**src/rtl/isa_pkg.sv**
```systemverilog
// Shared ISA definitions for the fetch front end: widths, control-flow opcodes, fetch states.
package isa_pkg;

  localparam int unsigned AW = 12;
  localparam int unsigned IW = 19;

  // Opcode prefixes, matched against the top bits of the instruction word
  localparam logic [4:0] OP_JMP = 5'b11100;
  localparam logic [4:0] OP_JSB = 5'b11101;
  localparam logic [5:0] OP_RET = 6'b111100;
  localparam logic [2:0] OP_BR  = 3'b101;

  typedef enum logic [1:0] {
    RUN,
    HALT,
    ERR
  } fetch_state_e;

endpackage

```
**src/rtl/return_stack.sv**
```systemverilog
// Hardware return-address stack. push and pop are mutually exclusive; both are ignored at the
// corresponding boundary (full / empty), which the caller also detects and treats as an error.
module return_stack #(
  parameter int unsigned DEPTH = 8,
  parameter int unsigned AW    = 12
) (
  input  logic          clk,
  input  logic          rst,
  input  logic          push,
  input  logic          pop,
  input  logic [AW-1:0] din,
  output logic [AW-1:0] dout,
  output logic          full,
  output logic          empty
);

  localparam int unsigned PtrW = $clog2(DEPTH);

  // sp counts entries in use; one extra bit distinguishes full from empty
  logic [PtrW:0]   sp_q, sp_d;
  logic [AW-1:0]   stack_q [DEPTH];
  logic [AW-1:0]   stack_d [DEPTH];
  logic [PtrW-1:0] top_idx;

  assign top_idx = sp_q[PtrW-1:0] - PtrW'(1);
  assign dout    = stack_q[top_idx];
  assign full    = (sp_q == (PtrW+1)'(DEPTH));
  assign empty   = (sp_q == '0);

  // Next-state: write at sp on push, retreat sp on pop
  always_comb begin
    stack_d = stack_q;
    sp_d    = sp_q;
    if (push && !full) begin
      stack_d[sp_q[PtrW-1:0]] = din;
      sp_d = sp_q + (PtrW+1)'(1);
    end else if (pop && !empty) begin
      sp_d = sp_q - (PtrW+1)'(1);
    end
  end

  // Stack storage and pointer
  always_ff @(posedge clk or posedge rst) begin
    if (rst) begin
      sp_q <= '0;
      for (int i = 0; i < DEPTH; i++) stack_q[i] <= '0;
    end else begin
      sp_q    <= sp_d;
      stack_q <= stack_d;
    end
  end

endmodule

```
**src/rtl/fetch_sequencer.sv**
```systemverilog
// Instruction-fetch controller: owns the PC, predecodes JMP/JSB/RET against a local return
// stack, takes branch redirects from execute and hands instructions to decode via valid/ready.
module fetch_sequencer #(
  parameter int unsigned   AW          = isa_pkg::AW,
  parameter int unsigned   IW          = isa_pkg::IW,
  parameter int unsigned   STACK_DEPTH = 8,
  parameter logic [AW-1:0] RESET_PC    = '0
) (
  input  logic          clk,
  input  logic          rst,
  output logic [AW-1:0] imem_addr,
  input  logic [IW-1:0] imem_instr,
  output logic          if_valid,
  input  logic          if_ready,
  output logic [IW-1:0] if_instr,
  output logic [AW-1:0] if_pc,
  input  logic          br_valid,
  input  logic [AW-1:0] br_target,
  input  logic          halt_req,
  output logic          halted,
  output logic          stk_err
);

  import isa_pkg::*;

  fetch_state_e  state_q, state_d;
  logic [AW-1:0] pc_q, pc_d;
  logic          if_valid_q, if_valid_d;
  logic [IW-1:0] if_instr_q, if_instr_d;
  logic [AW-1:0] if_pc_q, if_pc_d;
  logic          stk_err_q, stk_err_d;

  logic          push, pop;
  logic [AW-1:0] pc_inc, stk_dout;
  logic          stk_full, stk_empty;
  logic          is_jmp, is_jsb, is_ret, can_load;

  assign pc_inc   = pc_q + AW'(1);
  assign is_jmp   = (imem_instr[IW-1 -: 5] == OP_JMP);
  assign is_jsb   = (imem_instr[IW-1 -: 5] == OP_JSB);
  assign is_ret   = (imem_instr[IW-1 -: 6] == OP_RET);
  assign can_load = !if_valid_q || if_ready;

  return_stack #(
    .DEPTH (STACK_DEPTH),
    .AW    (AW)
  ) u_return_stack (
    .clk   (clk),
    .rst   (rst),
    .push  (push),
    .pop   (pop),
    .din   (pc_inc),
    .dout  (stk_dout),
    .full  (stk_full),
    .empty (stk_empty)
  );

  // Fetch FSM, PC update and output-register load
  always_comb begin
    state_d    = state_q;
    pc_d       = pc_q;
    if_valid_d = if_valid_q && !if_ready;  // held word drains when decode takes it
    if_instr_d = if_instr_q;
    if_pc_d    = if_pc_q;
    stk_err_d  = stk_err_q;
    push       = 1'b0;
    pop        = 1'b0;
    unique case (state_q)
      RUN: begin
        if (br_valid) begin
          // Redirect wins even over a stalled word: squash it and refetch from the target
          if_valid_d = 1'b0;
          pc_d       = br_target;
        end else if (!halt_req && can_load) begin
          if ((is_jsb && stk_full) || (is_ret && stk_empty)) begin
            state_d   = ERR;
            stk_err_d = 1'b1;
          end else begin
            if_valid_d = 1'b1;
            if_instr_d = imem_instr;
            if_pc_d    = pc_q;
            if (is_jmp) begin
              pc_d = imem_instr[AW-1:0];
            end else if (is_jsb) begin
              push = 1'b1;
              pc_d = imem_instr[AW-1:0];
            end else if (is_ret) begin
              pop  = 1'b1;
              pc_d = stk_dout;
            end else begin
              pc_d = pc_inc;
            end
          end
        end
        if (halt_req && !if_valid_d) state_d = HALT;
      end
      HALT, ERR: ;
      default: state_d = RUN;
    endcase
  end

  // State registers
  always_ff @(posedge clk or posedge rst) begin
    if (rst) begin
      state_q    <= RUN;
      pc_q       <= RESET_PC;
      if_valid_q <= 1'b0;
      if_instr_q <= '0;
      if_pc_q    <= '0;
      stk_err_q  <= 1'b0;
    end else begin
      state_q    <= state_d;
      pc_q       <= pc_d;
      if_valid_q <= if_valid_d;
      if_instr_q <= if_instr_d;
      if_pc_q    <= if_pc_d;
      stk_err_q  <= stk_err_d;
    end
  end

  assign imem_addr = pc_q;
  assign if_valid  = if_valid_q;
  assign if_instr  = if_instr_q;
  assign if_pc     = if_pc_q;
  assign halted    = (state_q == HALT);
  assign stk_err   = stk_err_q;

endmodule

```
**config.mk**
```make
export PLATFORM = sky130hd
export DESIGN_NAME = fetch_sequencer
export DESIGN_NICKNAME = d
export VERILOG_FILES = /design/src/rtl/isa_pkg.sv /design/src/rtl/return_stack.sv /design/src/rtl/fetch_sequencer.sv
export SDC_FILE = /design/constraint.sdc
export NUM_CORES = 1
export LEC_CHECK = 0
export ABC_AREA = 0
export CORE_MARGIN = 5
export CORE_UTILIZATION = 51
export CTS_CLUSTER_DIAMETER = 50
export DETAILED_ROUTE_END_ITERATION = 6
export MAX_ROUTING_LAYER = met4
export PLACE_DENSITY = 0.78
export SYNTH_ARGS = -nofsm -noshare
export SYNTH_HDL_FRONTEND = slang
export SYNTH_HIERARCHICAL = 1
export SYNTH_SLANG_ARGS = --single-unit
```
**constraint.sdc**
```tcl
create_clock -name clk -period 4 [get_ports clk]
set_clock_uncertainty 0.1 [all_clocks]
set_input_delay 0.6 -clock clk [delete_from_list [all_inputs] [get_ports clk]]
set_output_delay 0.6 -clock clk [all_outputs]
set_load 0.005 [all_outputs]
```
* Word level (Yosys, flattened, before mapping) *
Index checks and enable logic that the tools add are counted.

storage, ports and cells
  register bits after elaboration = 147
  input bits = 36

cells by class
  bitwise operators = 5
  muxes and demuxes = 37
  $lt $le $gt $ge = 3
  add/sub/neg operators = 4
  eq/ne operators = 10
  reductions and logical operators = 25

operator list
  kind                                                 count
  two-way mux 12 bit                                   9
  bitwise mux 96 bit                                   1
  binary-select mux 12 bit (select 3 bit)              1
  demux 12 bit (select 3 bit)                          1
  two-way mux 1 bit                                    18
  adder 12 x 1 -> 12 bit (second input constant)       1
  AND reduction 4 bit                                  3
  == test 5 bit (second input constant)                2
  inequality test 3 bit (second input constant)        3
  >= comparator 4 bit (second input constant)          2
  logical AND 1 bit                                    8
  two-way mux 2 bit                                    4
  two-way mux 4 bit                                    2
  inverter 3 -> 4 bit                                  2
  == test 6 bit (second input constant)                1
  logical NOT 1 bit                                    6
  adder 4 x 1 -> 4 bit (second input constant)         1
  == test 4 bit (second input constant)                1
  logical NOT 4 bit                                    1
  < comparator 4 x 1 -> 1 bit (second input constant)  1
  one-hot mux 2 bit (2 select lines)                   1
  nonzero test 2 bit                                   2
  subtractor 4 x 1 -> 4 bit (second input constant)    1
  inverter 1 bit                                       3
  8 further kinds                                      9

* Depth between registers and ports, before layout *
Gate-level depths: netlist of run 1.

  word-level depth = 11
  mapped depth = 18

* Hierarchy *
Netlist of run 1, hierarchy kept.

modules (own cells, without submodules)
  module           sequential area each (µm²)  area an instance (µm²)  cells each  times used
  return_stack     2,502.4                     4,709.5                 291         1
  fetch_sequencer  1,176.1                     2,516.2                 225         1

* Worst setup path after synthesis of run 1 *
No wires, ideal clock.

  kind = register to register
  start point = register u_return_stack.sp_q[0]
  end point = register u_return_stack.sp_q[3]
  setup time = 86 ps
  clock period less this slack = 3,970 ps
  data required time = 3,814 ps
  cell stages (with the launch flop) = 19
  path buffers = 4
  arrival time = 3,784 ps
  setup slack = 30 ps
  cell sequence = dfrtp_1 buf_2 buf_2 inv_1 ha_1 nor2b_1 and2_1 and3b_1 a31oi_2 o21ai_2 clkbuf_1 nor2_1 buf_2 nand2b_1 ha_1 a21o_1 a2111oi_0 a211oi_1 nor3_1

between the ends
  word-level cells in the longest chain between the ends = 9
  elaborated cells on any way between the ends = 22

ends and longest elaborated chain
  what                                                     line                   text
  start: declaration                                       return_stack.sv:20     logic [PtrW:0] sp_q, sp_d;
  start signal: assignment                                 return_stack.sv:48     sp_q <= sp_d;
  == test 4 bit (*)                                        return_stack.sv:27     assign full = (sp_q == (PtrW+1)'(DEPTH));
  named net stk_full                                       fetch_sequencer.sv:35  logic stk_full, stk_empty;
  logical AND 1 bit (*)                                    fetch_sequencer.sv:75  if ((is_jsb && stk_full) || (is_ret && stk_empty)) begin
  logical OR 1 bit (*)                                     fetch_sequencer.sv:75
  two-way mux 1 bit (*)                                    fetch_sequencer.sv:75
  two-way mux 1 bit (*)                                    fetch_sequencer.sv:74  end else if (!halt_req && can_load) begin
  two-way mux 1 bit (*)                                    fetch_sequencer.sv:70  if (br_valid) begin
  two-way mux 1 bit (*)                                    fetch_sequencer.sv:68  unique case (state_q)
  named net push                                           fetch_sequencer.sv:33  logic push, pop;
  logical AND 1 bit (*)                                    return_stack.sv:34     if (push && !full) begin
  two-way mux 4 bit or nonzero test 2 bit (tied branches)  n/a

The timed path passes the listed nets; every way through them passes the cells marked *. The select of a mux whose other input is x is not followed.
A chain may end at the register's enable or synchronous reset.

* Worst setup path after layout of run 1 *
  start point = register u_return_stack.sp_q[1]
  end point = register u_return_stack.sp_q[3]

The elaborated chain is that of the path after synthesis.

==> out/results.tsv, run 1 <==
stage	metric	value	unit
place	estimated wirelength of the detail-placed design	11100	microns
setup_path	cell count of the worst reg-to-reg path	14	
setup_path	cell-by-cell trace of the critical path	inv_2 > ha_1 > nor2b_1 > and2_1 > and3b_1 > a31oi_2 > o21ai_4 > nor2_1 > nand2b_1 > ha_1 > a21o_1 > a2111oi_0 > a211oi_1 > nor3_1	
pwr	final total power	0.00560	W
sta	worst rel slew slack	33.7	%
floorplan	starting density of the core	52.1	%
floorplan	standard cell core area	13900	sq um
grt	wire length of the first global-routing pass	27100	microns
floorplan	DIE WIDTH	129	microns
setup_path	r2r endpoint	u_return_stack/sp_q[3]	
grt	Overall Global Routing Usage	21.5	%
logic_synthesis	Yosys Warn Count	6	
grt	global-route layer with the greatest usage	met2	
logic_synthesis	synthesized area divided by synthesized cell count	14.0	sq um
layout	final net count	647	
setup_path	slowest stage delay, CP	510	ps
setup_path	CP required	4230	ps
sta	final-report hold violation count	0	
sta	minimum period implied by the final worst setup slack	3500	ps
grt	met3 Use GR	4.49	%
setup_path	element type at the critical path end	flip-flop	
sta	transition time at the pin with the least slew margin	995	ps
floorplan	area of the die	16600	sq um
cts	number of hold buffers added after cts	0	
grt	pin count of the biggest net entering global routing	52	
logic_synthesis	post-synthesis instance area	7230	sq um
drt	number of nets with antenna violations after routing	0	
drt	vias	4712	
floorplan	die height	129	microns
floorplan	number of placement rows	43	
cts	Post CTS Setup Buffer Count	0	
min_path	hold worst-path end	if_pc[6]	
cts	count of instances resized after the clock tree is built	0	
min_path	hold depth	2	
cts	TritonCTS clock tree	built	
grt	total congestion overflow after global routing	0	
logic_synthesis	number of instances in the synthesized netlist	516	
pwr	Pleak	4.18	nW
setup_path	type of the setup path with the least slack	flip-flop to flip-flop	
logic_synthesis	fraction of registers with async set or reset after synthesis	100	%
cts	Clk Latency, worst-skew pair	420	ps
min_path	Worst Hold Class	flip-flop to flip-flop	
logic_synthesis	predominant post-synthesis flop cell	sky130_fd_sc_hd__dfrtp_1	
cts	sink count of the clock tree	147	
sta	total setup violations reported at the end of the flow	0	
grt	vias in the first global route	5087	
layout	area added between synthesis and finish	22.0	%
pwr	maximum vdd ir drop	0.000337	V
setup_path	Critical Path Fanout Max	7	
sta	maximum clock frequency	0.286	GHz
cts	clock input transition at the sequential cells of the worst setup and hold paths	70	ps
setup_path	signal arrival time at the worst endpoint	3730	ps
place	count of input and output buffers	81	
logic_synthesis	EDFF count, synth	0	
grt	Global Route met1 Usage	28.4	%
grt	met2 track demand over resource	33.5	%
sta	RSZ-0062 raised after global routing	false	
setup_path	most repeated library cell on the critical path	sky130_fd_sc_hd__ha_1	
logic_synthesis	sequential fraction of the synthesis area	50.9	%
setup_path	beginning of the worst register-to-register path	u_return_stack/sp_q[1]	
sta	Slew Limit Fails	0	
drt	Initial DRC Count	481	
sta	post-route fraction of the period consumed by the critical path	87.5	%
logic_synthesis	syn nets	559	
place	RePlAce Congestion	0.848	
drt	final routed DRC violation total	0	
setup_path	startpoint types	flip-flop	
logic_synthesis	number of distinct library cells after synthesis	58	
logic_synthesis	flop and latch count out of synthesis	147	
grt	initial antenna violation count	0	
drt	1st-pass router iterations	4	
setup_path	crit path max-delay cell type	sky130_fd_sc_hd__dfrtp_1	
place	Worst Setup Slack post-DPL	550	ps
run	max-capacitance violation count	0	
cts	number of levels the H-tree was split into	4	
floorplan	io pins	82	
cts	Max Root-Sink Buffers	2	
layout	antenna cell count	0	
drt	Avg Vias per Cell	5.91	
cts	number of buffers created by CTS	17	
layout	share of final-layout standard cells stronger than drive strength 1	34.7	%
sta	setup ws final	501	ps
drt	Routed WL per cell	20.7	microns
status	outcome	finished clean	
drt	post-detailed-routing wire length	16500	microns
pwr	total power divided by cell area	635	nW/um^2
sta	Setup TNS Final	0	ps
cts	clock root cell	sky130_fd_sc_hd__clkbuf_16	
min_path	hold path startpoint	if_pc[6]	
setup_path	FF-to-FF setup slack	500	ps
[placed cells by master (no fill, tap or decap), drive strengths merged, types with 6 or more instances in the layout]
cell / count
a21oi: 17
nor2: 9
xnor2: 8
ha: 6
buf: 16
clkdlybuf4s50: 81
mux2: 133
nand3: 8
nor2b: 7
clkbuf: 19
inv: 21
dfrtp: 147
a21o: 6
o21ai: 17
nand2: 21
mux4: 24
[layout make-up]
type,count,area [sq um]
flip-flops and latches,147,3680
inverters,18,68.8
fillers,969,5070
clock buffers,19,433
multi-input cells,323,3300
well taps,180,225
repair buffers,97,931
clock inverters,13,176
[cells in the mapped netlist, types with 2 or more instances]
cell | instances | share of area, %
sky130_fd_sc_hd__nand4_1 | 3 | 0.26
sky130_fd_sc_hd__nand2_1 | 20 | 1.0
sky130_fd_sc_hd__clkbuf_1 | 3 | 0.16
sky130_fd_sc_hd__xnor2_1 | 8 | 0.97
sky130_fd_sc_hd__a21oi_1 | 16 | 1.1
sky130_fd_sc_hd__nand2b_1 | 3 | 0.26
sky130_fd_sc_hd__buf_2 | 16 | 1.1
sky130_fd_sc_hd__dfrtp_1 | 147 | 51
sky130_fd_sc_hd__buf_6 | 7 | 1.1
sky130_fd_sc_hd__o32ai_1 | 2 | 0.24
sky130_fd_sc_hd__mux2_4 | 33 | 6.9
sky130_fd_sc_hd__nor2_1 | 9 | 0.47
sky130_fd_sc_hd__xor2_1 | 5 | 0.61
sky130_fd_sc_hd__nor2b_1 | 7 | 0.61
sky130_fd_sc_hd__a21o_1 | 6 | 0.62
sky130_fd_sc_hd__nand3_1 | 7 | 0.48
sky130_fd_sc_hd__a21boi_0 | 2 | 0.21
sky130_fd_sc_hd__and3_1 | 3 | 0.26
sky130_fd_sc_hd__inv_1 | 17 | 0.88
sky130_fd_sc_hd__a22o_1 | 3 | 0.36
sky130_fd_sc_hd__mux4_2 | 24 | 7.5
sky130_fd_sc_hd__buf_4 | 2 | 0.21
sky130_fd_sc_hd__o2bb2ai_1 | 2 | 0.24
sky130_fd_sc_hd__a221o_1 | 5 | 0.69
sky130_fd_sc_hd__mux2_2 | 98 | 15
sky130_fd_sc_hd__ha_1 | 6 | 1.0
sky130_fd_sc_hd__nor3_1 | 5 | 0.35
sky130_fd_sc_hd__mux2_1 | 2 | 0.31
sky130_fd_sc_hd__a22oi_1 | 5 | 0.52
sky130_fd_sc_hd__and2_1 | 2 | 0.17
sky130_fd_sc_hd__a221oi_1 | 5 | 0.61
sky130_fd_sc_hd__o31ai_1 | 2 | 0.21
sky130_fd_sc_hd__o21ai_0 | 16 | 1.1
[where the power goes]
group	total, W	leakage [nW]	internal (W)	switching [W]
Clock	0.00163	0.292	0.000995	0.000635
Combinational	0.00195	1.94	0.00103	0.000922
Sequential	0.00202	1.95	0.00177	0.000246
[cells by family after synthesis]
family	count (synthesis)	synth area share [%]
multiplexers	158	30.1
buffers and inverters	46	3.50
XOR/XNOR	13	1.58
AO/OA/AOI/OAI	74	7.17
adder cells (fa/ha/maj)	7	1.32
flip-flops	147	50.9
AND/OR/NAND/NOR	71	5.47
[metal layers]
metal / vias up / wire length [microns]
met5: - / 0
met4: 0 / 297
met3: 26 / 896
met2: 144 / 8070
met1: 2446 / 7190
li1: 2096 / -
[worst max path at each step]
stage / slack, ps / end / start / cells past startpoint
finish: 500 / u_return_stack/sp_q[3] / u_return_stack/sp_q[1] / 14
global route: 250 / u_return_stack/sp_q[3] / u_return_stack/sp_q[1] / 14
global placement: 640 / u_return_stack/sp_q[3] / imem_instr[15] / 11
CTS: 510 / u_return_stack/sp_q[3] / u_return_stack/sp_q[1] / 14
floorplan: 30 / u_return_stack/sp_q[3] / u_return_stack/sp_q[0] / 18
detailed placement: 550 / u_return_stack/sp_q[3] / imem_instr[15] / 11
[critical path: cells and delay by family, from the launching register on]
kind | cells | cell delay [ps]
AOI/OAI and AO/OA | 5 | 1150
DFF | 1 | 510
buffers and inverters | 1 | 100
and+or+nand+nor | 6 | 1030
adders and majority gates | 2 | 530
[sequential cells by signal, summed over array words and instances, names as in the netlist]
name and count:
u_return_stack/stack_q 96, if_instr 19, if_pc 12, imem_addr 12
u_return_stack/sp_q 4, state_q 2, if_valid 1, stk_err 1
[through the flow]
step	util, %	hold WS [ps]	std cells	cell area, sq um
floorplan	-	351	516	7230
finish	63.5	380	797	8810
global route	63.5	379	797	8810
detailed placement	59.1	362	765	8210
CTS	63.5	374	797	8810
global placement	59.1	354	765	8210
No activity file was read; power rests on OpenSTA's default activity.
==> run 2, diff against run 1 <==
--- a/config.mk
+++ b/config.mk
@@ -5,13 +5,13 @@
 export SDC_FILE = /design/constraint.sdc
 export NUM_CORES = 1
 export LEC_CHECK = 0
-export ABC_AREA = 0
+export ABC_AREA = 1
 export CORE_MARGIN = 5
 export CORE_UTILIZATION = 51
 export CTS_CLUSTER_DIAMETER = 50
 export DETAILED_ROUTE_END_ITERATION = 6
 export MAX_ROUTING_LAYER = met4
-export PLACE_DENSITY = 0.78
+export PLACE_DENSITY = 0.76
 export SYNTH_ARGS = -nofsm -noshare
 export SYNTH_HDL_FRONTEND = slang
 export SYNTH_HIERARCHICAL = 1
==> run 2 against run 1 <==
Via count increased by 42%. First-iteration DRC count increased by 45%. Register-to-register slack improved by 400 ps. Final cell count increased by 56%. Non-clock buffer count decreased by 6. Global-route usage increased by 2.8 points. Utilization decreased by 1.6 points. Sequential share of layout area decreased by 0.72 points. Sequential power about the same. Critical path type unchanged.
==> out/results.tsv, run 2 <==
stage	metric	value	unit	change
floorplan	starting density of the core	51.9	%	-0.20 points
layout	antenna cell count	0		unchanged
cts	Max Root-Sink Buffers	2		unchanged
grt	wire length of the first global-routing pass	33200	microns	+22%
logic_synthesis	post-synthesis instance area	7510	sq um	+3.9%
drt	Routed WL per cell	16.2	microns	-21%
logic_synthesis	fraction of registers with async set or reset after synthesis	100	%	unchanged
logic_synthesis	flop and latch count out of synthesis	147		unchanged
logic_synthesis	syn nets	1028		+84%
layout	number of fill cells in the layout	1268		+31%
place	count of input and output buffers	81		unchanged
cts	TritonCTS clock tree	built		
floorplan	area of the die	17200	sq um	+3.6%
floorplan	standard cell core area	14500	sq um	+4.3%
status	outcome	finished clean		
cts	sink count of the clock tree	147		unchanged
drt	final routed DRC violation total	0		unchanged
logic_synthesis	top cells by area in the synthesized netlist	sky130_fd_sc_hd__dfrtp_1 (49%), sky130_fd_sc_hd__nand2_1 (16%), sky130_fd_sc_hd__o21ai_0 (11%), sky130_fd_sc_hd__nor2_1 (5.5%), sky130_fd_sc_hd__inv_1 (4.1%)		
logic_synthesis	EDFF count, synth	0		unchanged
sta	maximum clock frequency	0.323	GHz	+13%
grt	pin count of the biggest net entering global routing	58		+12%
drt	Avg Vias per Cell	5.38		-9.1%
drt	number of nets with antenna violations after routing	0		unchanged
floorplan	die height	131	microns	+1.8%
cts	Post CTS Setup Buffer Count	0		unchanged
grt	global-route layer with the greatest usage	met2		
pwr	Pleak	4.37	nW	+4.6%
setup_path	element type at the critical path end	flip-flop		
layout	area added between synthesis and finish	19.5	%	
grt	vias in the first global route	6380		+25%
cts	clock input transition at the sequential cells of the worst setup and hold paths	60	ps	about the same
logic_synthesis	sequential fraction of the synthesis area	49.0	%	-1.9 points
setup_path	FF-to-FF setup slack	900	ps	+400 ps
sta	total setup violations reported at the end of the flow	0		unchanged
logic_synthesis	predominant post-synthesis flop cell	sky130_fd_sc_hd__dfrtp_1		
cts	number of buffers created by CTS	17		unchanged
cts	number of hold buffers added after cts	0		unchanged
sta	setup ws final	900	ps	+399 ps
sta	RSZ-0062 raised after global routing	false		
drt	vias	6682		+42%
sta	post-route fraction of the period consumed by the critical path	77.5	%	-10 points
setup_path	CP required	4260	ps	+30 ps
pwr	total power divided by cell area	693	nW/um^2	+9.0%
layout	post-layout instance area	8970	sq um	+1.8%
setup_path	Critical Path Fanout Max	12		+5
sta	worst rel slew slack	41.2	%	+7.6 points
pwr	maximum vdd ir drop	0.000459	V	+36%
sta	transition time at the pin with the least slew margin	881	ps	-115 ps
logic_synthesis	area share of the largest cell type after synthesis	49.0	%	-1.9 points
min_path	Worst Hold Class	flip-flop to flip-flop		
layout	Biggest register	u_return_stack/stack_q		
layout	leading cell type in the layout, fill and taps excluded	sky130_fd_sc_hd__nand2_1		
sta	final-report hold violation count	0		unchanged
layout	max reg flops	96		unchanged
place	Worst Setup Slack post-DPL	575	ps	+25.4 ps
drt	1st-pass router iterations	5		+1
drt	post-detailed-routing wire length	20200	microns	+23%
cts	count of instances resized after the clock tree is built	0		unchanged
logic_synthesis	most numerous cell in the Yosys netlist	sky130_fd_sc_hd__nand2_1		
grt	total congestion overflow after global routing	0		unchanged
place	DP Area	8300	sq um	+1.1%
layout	share of final-layout standard cells stronger than drive strength 1	6.80	%	-28 points
logic_synthesis	largest area contributor in the synthesized netlist	sky130_fd_sc_hd__dfrtp_1		
pwr	final total power	0.00621	W	+11%
grt	met2 track demand over resource	36.3	%	+2.8 points
grt	Overall Global Routing Usage	24.3	%	+2.8 points
sta	Setup TNS Final	0	ps	unchanged
cts	Clk Latency, worst-skew pair	420	ps	about the same
sta	Slew Limit Fails	0		unchanged
grt	Global Route met1 Usage	32.9	%	+4.5 points
sta	minimum period implied by the final worst setup slack	3100	ps	-399 ps
grt	met3 Use GR	5.01	%	+0.51 points
floorplan	DIE WIDTH	131	microns	+1.8%
logic_synthesis	number of instances in the synthesized netlist	985		+91%
grt	initial antenna violation count	0		unchanged
setup_path	type of the setup path with the least slack	flip-flop to flip-flop		
place	estimated wirelength of the detail-placed design	13300	microns	+20%
layout	final net count	1090		+68%
cts	clock root cell	sky130_fd_sc_hd__clkbuf_16		
setup_path	signal arrival time at the worst endpoint	3360	ps	-370 ps
setup_path	startpoint types	flip-flop		
logic_synthesis	number of distinct library cells after synthesis	33		-43%
logic_synthesis	most frequent cells after synthesis	sky130_fd_sc_hd__nand2_1 (311), sky130_fd_sc_hd__o21ai_0 (170), sky130_fd_sc_hd__dfrtp_1 (147), sky130_fd_sc_hd__nor2_1 (111), sky130_fd_sc_hd__inv_1 (82)		
run	max-capacitance violation count	0		unchanged
drt	Initial DRC Count	697		+45%
place	RePlAce Congestion	0.938		+11%
cts	number of levels the H-tree was split into	4		unchanged
floorplan	number of placement rows	44		+2.3%
logic_synthesis	synthesized area divided by synthesized cell count	7.62	sq um	-46%
logic_synthesis	Yosys Warn Count	6		unchanged
floorplan	io pins	82		unchanged
layout	highest-count cells in the layout ignoring fill and taps	sky130_fd_sc_hd__nand2_1 (311), sky130_fd_sc_hd__o21ai_0 (170), sky130_fd_sc_hd__dfrtp_1 (147), sky130_fd_sc_hd__nor2_1 (111), sky130_fd_sc_hd__clkdlybuf4s50_1 (81)		
run 2: changes by cell type in the layout (fill, tap and decap cells not counted), moves of 33 or more:
cell,before,now
sky130_fd_sc_hd__nand2_1,20,311
sky130_fd_sc_hd__o21ai_0,16,170
sky130_fd_sc_hd__nor2_1,9,111
sky130_fd_sc_hd__mux2_2,98,0
sky130_fd_sc_hd__inv_1,15,80
sky130_fd_sc_hd__mux2_4,33,0
run 2: path summary, 6_finish.rpt:
kind,startpoint,to,depth (start not counted)
min in group asynchronous,rst,u_return_stack/stack_q[42],2
max in group asynchronous,rst,u_return_stack/stack_q[69],3
setup / recovery,u_return_stack/sp_q[1],imem_addr[3],16
setup reg to reg,u_return_stack/sp_q[1],imem_addr[3],16
hold reg to reg,stk_err,stk_err,1
hold / removal,stk_err,stk_err,1
run 2: cells by family (layout without fill, tap and decap cells):
| logic type | count (synthesis) | count (layout) | synth area share, % |
|---|---|---|---|
| compound gates | 203 | 203 | 13.7 |
| xor+xnor | 5 | 5 | 0.583 |
| fa+ha+maj | 7 | 7 | 1.27 |
| buf+inv | 132 | 206 | 8.58 |
| flops | 147 | 147 | 49.0 |
| simple gates | 491 | 491 | 26.9 |
run 2: cell type report:
cell class,instances,area [sq um],area share [%]
Tap cell,184,230,2.57
Clock buffer,18,439,4.90
Sequential cell,147,3680,41.0
Clock inverter,13,233,2.59
Inverter,84,318,3.54
Multi-Input combinational cell,706,3190,35.5
Timing Repair Buffer,91,886,9.88
run 2: power by group:
part	switching, W	total [W]	internal (W)	leakage, nW
sequential	0.000238	0.00201	0.00177	1.97
combinational	0.00147	0.00239	0.000919	2.08
clock	0.000630	0.00181	0.00118	0.326
run 2: critical path, cell delays in order, from the launching register on:
cell and delay [ps]:
sky130_fd_sc_hd__dfrtp_1 480, sky130_fd_sc_hd__inv_1 120, sky130_fd_sc_hd__ha_1 570, sky130_fd_sc_hd__inv_1 390, sky130_fd_sc_hd__nor2_1 180, sky130_fd_sc_hd__o21ai_0 100
sky130_fd_sc_hd__nand2_1 90, sky130_fd_sc_hd__inv_1 40, sky130_fd_sc_hd__o21ai_0 320, sky130_fd_sc_hd__nand3_1 120, sky130_fd_sc_hd__nand2_1 100, sky130_fd_sc_hd__inv_1 40
sky130_fd_sc_hd__nand2_1 90, sky130_fd_sc_hd__nand2_1 90, sky130_fd_sc_hd__nand2_1 90, sky130_fd_sc_hd__nand2_1 50, sky130_fd_sc_hd__nand2_1 70
run 2: through the flow:
| step | hold WS, ps | utilization [%] | std cells |
|---|---|---|---|
| floorplan | 342 | - | 985 |
| global placement | 358 | 57.3 | 1212 |
| detailed placement | 358 | 57.3 | 1212 |
| CTS | 371 | 62.0 | 1243 |
| global route | 393 | 62.0 | 1243 |
| finish | 373 | 62.0 | 1243 |
run 2: routing by layer:
metal	share of wire, %	wire length, microns
met5	0	0
met4	2.8	562
met2	47	9420
met3	5.9	1200
met1	45	8980
==> run 3, diff against run 2 <==
--- a/config.mk
+++ b/config.mk
@@ -7,11 +7,11 @@
 export LEC_CHECK = 0
 export ABC_AREA = 1
 export CORE_MARGIN = 5
-export CORE_UTILIZATION = 51
+export CORE_UTILIZATION = 57
 export CTS_CLUSTER_DIAMETER = 50
 export DETAILED_ROUTE_END_ITERATION = 6
 export MAX_ROUTING_LAYER = met4
-export PLACE_DENSITY = 0.76
+export PLACE_DENSITY = 0.8
 export SYNTH_ARGS = -nofsm -noshare
 export SYNTH_HDL_FRONTEND = slang
 export SYNTH_HIERARCHICAL = 1
==> constraint.sdc (replaced) <==
create_clock -name clk -period 2.9 [get_ports clk]
set_clock_uncertainty 0.1 [all_clocks]
set_input_delay 0.435 -clock clk [delete_from_list [all_inputs] [get_ports clk]]
set_output_delay 0.435 -clock clk [all_outputs]
set_load 0.005 [all_outputs]
==> run 3 against run 2 <==
Die area shrank 9.7%. Sequential cell count is the same. Count of clock-buffer cells in the layout grew 1. Utilization grew 6.5 points. Via count grew 0.48%. Largest cell class unchanged.
==> out/results.tsv, run 3 (synthesis results as in run 2) <==
stage	metric	value	unit	change
status	outcome	finished clean		
setup_path	cell-by-cell trace of the critical path	inv_1 > ha_1 > nand2_1 > nor2_1 > nand3_1 > nand4_2 > nor3_4 > nand2_4 > ha_1 > nand2_1 > nor2_1 > nor2_1 > nand2_1 > nand3_1 > nand2_1 > nand2_1		
cts	clock root cell	sky130_fd_sc_hd__clkbuf_16		
sta	worst rel slew slack	59.7	%	+19 points
floorplan	area of the die	15600	sq um	-9.7%
layout	Biggest register	u_return_stack/stack_q		
setup_path	CP required	3110	ps	-1150 ps
setup_path	Critical Path Fanout Max	7		-5
place	count of input and output buffers	81		unchanged
setup_path	WP buf/inv	1		-3
place	Worst Setup Slack post-DPL	169	ps	-407 ps
drt	Initial DRC Count	713		+2.3%
setup_path	count of cell instances traversed by the critical path	16		unchanged
layout	share of final-layout standard cells stronger than drive strength 1	7.59	%	+0.79 points
setup_path	type of the setup path with the least slack	flip-flop to flip-flop		
place	estimated wirelength of the detail-placed design	13000	microns	-2.4%
floorplan	starting density of the core	57.4	%	+5.5 points
floorplan	io pins	82		unchanged
setup_path	crit path max-delay cell type	sky130_fd_sc_hd__dfrtp_2		
sta	transition time at the pin with the least slew margin	604	ps	-277 ps
cts	sink count of the clock tree	147		unchanged
layout	final net count	1098		+0.73%
drt	post-detailed-routing wire length	19700	microns	-2.5%
floorplan	DIE WIDTH	125	microns	-5.0%
layout	leading cell type in the layout, fill and taps excluded	sky130_fd_sc_hd__nand2_1		
run	max-capacitance violation count	0		unchanged
grt	Overall Global Routing Usage	26.7	%	+2.5 points
cts	clock input transition at the sequential cells of the worst setup and hold paths	60	ps	about the same
sta	post-route fraction of the period consumed by the critical path	92.8	%	+15 points
sta	minimum hold slack	172	ps	-200 ps
cts	Clk Latency, worst-skew pair	430	ps	about the same
setup_path	cell count of the worst reg-to-reg path	16		unchanged
layout	area added between synthesis and finish	19.3	%	about the same
drt	Avg Vias per Cell	5.40		+0.48%
sta	setup ws final	208	ps	-692 ps
setup_path	most repeated library cell on the critical path	sky130_fd_sc_hd__nand2_1		
floorplan	die height	125	microns	-5.0%
grt	vias in the first global route	6347		-0.52%
layout	number of fill cells in the layout	1071		-16%
layout	max reg flops	96		unchanged
setup_path	signal arrival time at the worst endpoint	2910	ps	-450 ps
layout	highest-count cells in the layout ignoring fill and taps	sky130_fd_sc_hd__nand2_1 (311), sky130_fd_sc_hd__o21ai_0 (170), sky130_fd_sc_hd__dfrtp_1 (146), sky130_fd_sc_hd__nor2_1 (111), sky130_fd_sc_hd__clkdlybuf4s50_1 (81)		
pwr	Pleak	4.37	nW	-0.11%
sta	total setup violations reported at the end of the flow	0		unchanged
floorplan	standard cell core area	13100	sq um	-9.6%
place	RePlAce Congestion	0.883		-5.8%
floorplan	number of placement rows	42		-4.5%
setup_path	element type at the critical path end	flip-flop		
drt	number of nets with antenna violations after routing	0		unchanged
drt	vias	6714		+0.48%
sta	minimum period implied by the final worst setup slack	2690	ps	-408 ps
setup_path	kind of cell adding the most delay to the critical path	simple AND/OR/NAND/NOR gates		
drt	1st-pass router iterations	6		+1
layout	antenna cell count	0		unchanged
sta	RSZ-0062 raised after global routing	false		
drt	Routed WL per cell	15.8	microns	-2.5%
setup_path	slowest stage delay, CP	430	ps	-140 ps
sta	maximum clock frequency	0.371	GHz	+15%
pwr	maximum vdd ir drop	0.000511	V	+11%
cts	Max Root-Sink Buffers	2		unchanged
sta	Slew Limit Fails	0		unchanged
setup_path	startpoint types	flip-flop		
grt	wire length of the first global-routing pass	32400	microns	-2.4%
min_path	Worst Hold Class	input port to asynchronous set/reset pin		
pwr	total power divided by cell area	914	nW/um^2	+32%
grt	total congestion overflow after global routing	0		unchanged
cts	TritonCTS clock tree	built		
cts	number of buffers created by CTS	17		unchanged
grt	pin count of the biggest net entering global routing	101		+74%
drt	final routed DRC violation total	0		unchanged
grt	initial antenna violation count	0		unchanged
layout	final core utilization	68.5	%	+6.5 points
sta	Setup TNS Final	0	ps	unchanged
cts	number of levels the H-tree was split into	4		unchanged
sta	final-report hold violation count	0		unchanged
==> run 3: worst register-to-register path: cells and delay by family (launching register included) <==
kind	cells	cell delay, ps
adders and majority gates	2	580
and+or+nand+nor	13	1390
DFF	1	430
buffers and inverters	1	90
==> run 3: metal layers <==
metal,GRT usage (%),wire length (microns)
met1,35.2,8460
met2,40.7,9380
met3,7.03,1390
met4,8.64,427
met5,-,0
==> run 3: cell type report <==
cell class | count | area [sq um] | area share (%)
Sequential cell | 147 | 3680 | 41.1
Timing Repair Buffer | 99 | 962 | 10.7
Clock inverter | 12 | 133 | 1.48
Multi-Input combinational cell | 706 | 3200 | 35.8
Tap cell | 176 | 220 | 2.46
Clock buffer | 19 | 443 | 4.94
Inverter | 84 | 319 | 3.56
==> run 3: what timing repair did <==
action                                  in CTS  in global routing
buffers inserted                             0                  0
endpoints found under the setup margin       0                 13
hold buffers                                 0                  0
gates resized for setup                      0                  2
endpoints found under the hold margin        0                  0
==> run 3: stage by stage <==
step	instances	area [sq um]	total power (W)
final	1243	8960	0.00819
after global routing	1243	8960	0.00877
after CTS	1243	8960	0.00820
after detailed placement	1212	8380	0.00603
after global placement	1212	8380	0.00597
after floorplan	985	7530	0.00468
==> run 3: final timing paths <==
| check | slack, ps | startpoint | end |
|---|---|---|---|
| worst min-delay path | 170 | rst | state_q[1] |
| max in group asynchronous | 1820 | rst | u_return_stack/stack_q[0] |
| worst min register to register | 380 | u_return_stack/stack_q[22] | u_return_stack/stack_q[22] |
| worst max-delay path | 210 | u_return_stack/sp_q[1] | u_return_stack/sp_q[3] |
| worst max register to register | 210 | u_return_stack/sp_q[1] | u_return_stack/sp_q[3] |
| min in group clk | 380 | u_return_stack/stack_q[22] | u_return_stack/stack_q[22] |
==> run 3: power by group <==
group / internal, W / leakage [nW] / total (W) / switching [W]
Combinational: 0.00128 / 2.12 / 0.00327 / 0.00199
Clock: 0.00128 / 0.276 / 0.00215 / 0.000864
Sequential: 0.00245 / 1.97 / 0.00278 / 0.000331
Total: 0.00501 / 4.37 / 0.00819 / 0.00318
